==> config.mk <==
export PLATFORM = sky130hd
export DESIGN_NAME = fetch_requester
export DESIGN_NICKNAME = d
export VERILOG_FILES = /design/src/rtl/fetch_requester.sv
export SDC_FILE = /design/constraint.sdc
export NUM_CORES = 1
export LEC_CHECK = 0
export CELL_PAD_IN_SITES_DETAIL_PLACEMENT = 1
export CELL_PAD_IN_SITES_GLOBAL_PLACEMENT = 2
export CORE_UTILIZATION = 44
export CTS_BUF_LIST = sky130_fd_sc_hd__clkbuf_8
export DETAILED_ROUTE_END_ITERATION = 6
export GPL_ROUTABILITY_DRIVEN = 0
export PLACE_DENSITY = 0.93
export SETUP_SLACK_MARGIN = 0.05
export SYNTH_ARGS = -nofsm -noshare
export SYNTH_HDL_FRONTEND = slang
export SYNTH_SLANG_ARGS = --single-unit
==> constraint.sdc <==
create_clock -name clk_i -period 7.2 [get_ports clk_i]
set_clock_uncertainty 0.1 [all_clocks]
set_input_delay 1.44 -clock clk_i [delete_from_list [all_inputs] [get_ports clk_i]]
set_output_delay 1.44 -clock clk_i [all_outputs]
set_load 0.05 [all_outputs]
==> src/rtl/fetch_requester.sv <==
// Instruction-fetch requester: owns the fetch PC, issues credit-limited word fetches,
// buffers in-order responses for decode and discards stale responses after redirects.
module fetch_requester #(
  parameter logic [31:0] RESET_PC  = 32'h0000_0000,
  parameter int unsigned BUF_DEPTH = 4
) (
  input  logic        clk_i,
  input  logic        rst_i,
  output logic        imem_req_valid_o,
  input  logic        imem_req_ready_i,
  output logic [31:0] imem_req_addr_o,
  input  logic        imem_rsp_valid_i,
  input  logic [31:0] imem_rsp_instr_i,
  input  logic        redirect_valid_i,
  input  logic [31:0] redirect_pc_i,
  output logic        instr_valid_o,
  input  logic        instr_ready_i,
  output logic [31:0] instr_o,
  output logic [31:0] pc_o
);

  localparam int unsigned CW = $clog2(BUF_DEPTH + 1);
  localparam int unsigned PW = (BUF_DEPTH > 1) ? $clog2(BUF_DEPTH) : 1;
  localparam int unsigned SW = CW + 2;

  localparam logic [CW-1:0] CNT_ZERO = CW'(1'b0);
  localparam logic [CW-1:0] CNT_ONE  = CW'(1'b1);
  localparam logic [PW-1:0] PTR_ZERO = PW'(1'b0);
  localparam logic [PW-1:0] PTR_ONE  = PW'(1'b1);
  localparam logic [PW-1:0] PTR_LAST = PW'(BUF_DEPTH - 1);
  localparam logic [SW-1:0] DEPTH_S  = SW'(BUF_DEPTH);

  function automatic logic [31:0] pc_step(input logic [31:0] pc);
    return pc + 32'd4;
  endfunction

  function automatic logic [PW-1:0] ptr_step(input logic [PW-1:0] ptr);
    return (ptr == PTR_LAST) ? PTR_ZERO : ptr + PTR_ONE;
  endfunction

  logic [31:0]   fetch_pc_r;
  logic [31:0]   rsp_pc_r;
  logic [CW-1:0] outst_r;
  logic [CW-1:0] drop_r;
  logic [CW-1:0] count_r;
  logic [PW-1:0] rd_ptr_r;
  logic [PW-1:0] wr_ptr_r;
  logic [31:0]   buf_pc_r    [BUF_DEPTH];
  logic [31:0]   buf_instr_r [BUF_DEPTH];

  logic          pop_s;
  logic          req_valid_s;
  logic          accept_s;
  logic          rsp_keep_s;
  logic          rsp_drop_s;
  logic [SW-1:0] credit_sum_s;
  logic [31:0]   redir_target_s;
  logic [CW-1:0] redir_drop_s;
  logic          unused_s;

  // Handshake decode, request credit and redirect bookkeeping.
  always_comb begin
    pop_s          = (count_r != CNT_ZERO) & instr_ready_i;
    // Everything that could still land in the buffer, less the slot freed this cycle.
    credit_sum_s   = {2'b00, outst_r} + {2'b00, drop_r} + {2'b00, count_r}
                   - {{(SW-1){1'b0}}, pop_s};
    req_valid_s    = ~rst_i & ~redirect_valid_i & (credit_sum_s < DEPTH_S);
    accept_s       = req_valid_s & imem_req_ready_i;
    rsp_keep_s     = imem_rsp_valid_i & (drop_r == CNT_ZERO);
    rsp_drop_s     = imem_rsp_valid_i & (drop_r != CNT_ZERO);
    redir_target_s = {redirect_pc_i[31:2], 2'b00};
    // Every in-flight response is stale after a redirect, minus the one arriving now.
    redir_drop_s   = drop_r + outst_r - {{(CW-1){1'b0}}, imem_rsp_valid_i};
    unused_s       = ^redirect_pc_i[1:0];
  end

  assign imem_req_valid_o = req_valid_s;
  assign imem_req_addr_o  = fetch_pc_r;
  assign instr_valid_o    = (count_r != CNT_ZERO);
  assign instr_o          = buf_instr_r[rd_ptr_r];
  assign pc_o             = buf_pc_r[rd_ptr_r];

  // Fetch PC, response PC, in-flight counters and the instruction buffer.
  always_ff @(posedge clk_i) begin
    if (rst_i) begin
      fetch_pc_r <= RESET_PC;
      rsp_pc_r   <= RESET_PC;
      outst_r    <= CNT_ZERO;
      drop_r     <= CNT_ZERO;
      count_r    <= CNT_ZERO;
      rd_ptr_r   <= PTR_ZERO;
      wr_ptr_r   <= PTR_ZERO;
      for (int i = 0; i < int'(BUF_DEPTH); i++) begin
        buf_pc_r[i]    <= 32'h0000_0000;
        buf_instr_r[i] <= 32'h0000_0000;
      end
    end else if (redirect_valid_i) begin
      fetch_pc_r <= redir_target_s;
      rsp_pc_r   <= redir_target_s;
      outst_r    <= CNT_ZERO;
      drop_r     <= redir_drop_s;
      count_r    <= CNT_ZERO;
      rd_ptr_r   <= PTR_ZERO;
      wr_ptr_r   <= PTR_ZERO;
    end else begin
      if (accept_s) begin
        fetch_pc_r <= pc_step(fetch_pc_r);
      end

      case ({accept_s, rsp_keep_s})
        2'b10:   outst_r <= outst_r + CNT_ONE;
        2'b01:   outst_r <= outst_r - CNT_ONE;
        default: outst_r <= outst_r;
      endcase

      if (rsp_drop_s) begin
        drop_r <= drop_r - CNT_ONE;
      end

      if (rsp_keep_s) begin
        buf_pc_r[wr_ptr_r]    <= rsp_pc_r;
        buf_instr_r[wr_ptr_r] <= imem_rsp_instr_i;
        wr_ptr_r              <= ptr_step(wr_ptr_r);
        rsp_pc_r              <= pc_step(rsp_pc_r);
      end

      if (pop_s) begin
        rd_ptr_r <= ptr_step(rd_ptr_r);
      end

      case ({rsp_keep_s, pop_s})
        2'b10:   count_r <= count_r + CNT_ONE;
        2'b01:   count_r <= count_r - CNT_ONE;
        default: count_r <= count_r;
      endcase
    end
  end

endmodule

==> results.txt <==
outcome = finished, final reports clean
final WL = 37700 µm
WP data arrival = 5.20 ns
Lkg Pwr = 6.68 nW
first-pass GRT wire length = 59600 µm
synth top area cells = edfxtp_1 49%, dfxtp_1 9.9%, mux4_2 9.2%
Pre-antenna DRT Iters = 5
top-area cell type share of the netlist area = 49.1%
Pins Over Slew Limit = 0
Clock Path Buffers = 3
WL/cell = 21.1 µm
top-count cell post-synth = edfxtp_1
Die Span Y = 188 µm
CP required = 5.66 ns
Worst setup SP type = primary input
port buffer count = 161
Logic pwr share = 16.6%
DRC violations left = 0
number of diodes = 0
Final Instance Area = 0.0180 mm²
PnR Total Power = 4.33 mW
CP endpoint kind = output pin
CTS sink count = 323
Hold WC Path Type = reg2reg
worst-skew pair later-pin latency = 0.59 ns
CTS Buf Count = 53
FP Rows = 67
period utilisation layout = 93.6%
Setup violations, final = 0
number of global-route vias before repair = 10753
Mapped Area = 0.0152 mm²
CTS resizes = 0
Placeable Area = 0.0337 mm²
dominant synthesized flop cell = edfxtp_1
Clock H-tree levels = 2
Clk pwr share = 32.9%
Least-Margin Pin Slew = 1.09 ns
Async S/R FF share, synth = 0%
Synth top cells by count = 248 x edfxtp_1, 182 x and2_1, 75 x dfxtp_1, 73 x and3_1, 65 x inv_1
dpl cell area = 0.0171 mm²
yosys warns = 0
grt total ovfl = 0
Setup Fix Bufs, Post-CTS = 0
Slew Limit Headroom = 27.5%
die width = 188 µm
fin nets = 1393
Avg Cell Area, Syn = 13.1 µm²
Final min period = 6.74 ns
Mapped Cells = 1154
IO Count = 168
endpoints failing hold = 0
Root Driver = clkbuf_8
CTS tree = built
Post-synth EDFFs = 248
Fmax achieved = 0.148 GHz
largest net degree at the start of global routing = 76
vias = 9842
DR vias/cell = 5.50
sequential group share of total power = 50.5%
initial antenna violation count = 0
Final HPWL DP = 22700 µm
CP Class = in2out
Pint = 3.07 mW
switching power total = 1.26 mW
hold_buf cts = 0
Hold Slack = 0.390 ns
Initial Util = 45.0%
worst-path maximum fanout = 13
max capacitance violation total = 0
die area = 0.0352 mm²
Starting DRT DRC Count = 564
Routed Antenna Nets = 0
cell taking the most area after synthesis = edfxtp_1
GRT Overall Usage = 21.6%
setup tns final = 0 ns
Sw Ratio = 29.0%
Seq cells post-synth = 323
PD cells = 241 mW/mm²
share of cells above drive strength 1 = 11.7%
number of unique standard cell types used by synthesis = 58
sequential area share after synthesis = 59.0%
RSZ-0062 raised after global routing = false
Layout area overhead = 18.6%
Clock transition at path regs = 0.06 ns
worst vdd ir = 0.149 mV
==> metal layers <==
metal  GRT usage, %  wire length, µm  up-vias
li1               -                -     4564
met1           28.0            16600     4969
met2           37.6            18600      261
met3           3.71             1890       48
met4           5.25              620        0
met5              0                0        -
==> final timing paths <==
kind                            slack (ns)  cells past startpoint                to          start
worst max-delay path                  0.46                     12  imem_req_valid_o  instr_ready_i
worst min-delay path                  0.39                      2              flop    rd_ptr_r[1]
worst max register to register        2.75                     16        outst_r[2]      drop_r[2]
worst min register to register        0.39                      2              flop    rd_ptr_r[1]
==> state kept, by name, summed over array words and instances (netlist names), named ones only <==
| name | cells |
|---|---|
| count_r | 3 |
| outst_r | 3 |
| wr_ptr_r | 2 |
| rsp_pc_r | 30 |
| drop_r | 3 |
| buf_instr_r | 128 |
| rd_ptr_r | 2 |
| imem_req_addr_o | 30 |
| buf_pc_r | 120 |
==> critical path, stage by stage <==
cell             delay (ns)
clkdlybuf4s50_1        0.45
nand2_1                0.12
inv_1                  0.13
nand2_1                0.11
fa_1                   0.54
nand2_1                0.08
fa_1                   0.50
nor3b_1                0.42
nand2_1                0.10
a21o_2                 0.29
inv_1                  0.18
clkdlybuf4s50_1        0.83
==> cell families after synthesis <==
| family | share of synthesized area [%] |
|---|---|
| muxes | 9.21 |
| and+or+nand+nor | 16.5 |
| adders and majority gates | 2.11 |
| xor gates and xnor gates | 2.02 |
| DFF | 59.0 |
| AOI/OAI and AO/OA | 6.90 |
| buffers and inverters | 4.27 |
| other | 0.0247 |
==> through the flow <==
step,worst slack (ns),std cells,utilization (%)
floorplan,1.76,1157,-
global placement,0.576,1694,50.7
detailed placement,0.480,1694,50.7
CTS,0.455,1788,53.4
global route,0.290,1788,53.4
finish,0.457,1788,53.4
==> power by group through the flow <==
stage	Combinational, mW	Clock, mW	Sequential (mW)
floorplan	0.460	0	2.23
global placement	0.702	0	2.21
detailed placement	0.722	0	2.22
CTS	0.725	1.46	2.18
global route	0.770	1.53	2.20
finish	0.718	1.42	2.18
==> area by class of cell <==
cell class	count	area [µm²]
Fill cell	3442	15700
Inverter	65	244
Sequential cell	323	8960
Tap cell	448	561
Clock inverter	40	166
Multi-Input combinational cell	686	5610
Clock buffer	54	743
Timing Repair Buffer	172	1700
==> cells in the final DEF, fill, tap and decap left out, types with 31 or more instances in the layout <==
cell / synthesis / routed
clkdlybuf4s50_1: 0 / 160
and3_1: 73 / 73
inv_1: 65 / 82
edfxtp_1: 248 / 248
dfxtp_1: 75 / 73
nand2_1: 31 / 31
mux4_2: 62 / 62
clkbuf_8: 2 / 54
and2_1: 182 / 182
a21oi_1: 49 / 49
(Power assumes the default switching activity.)
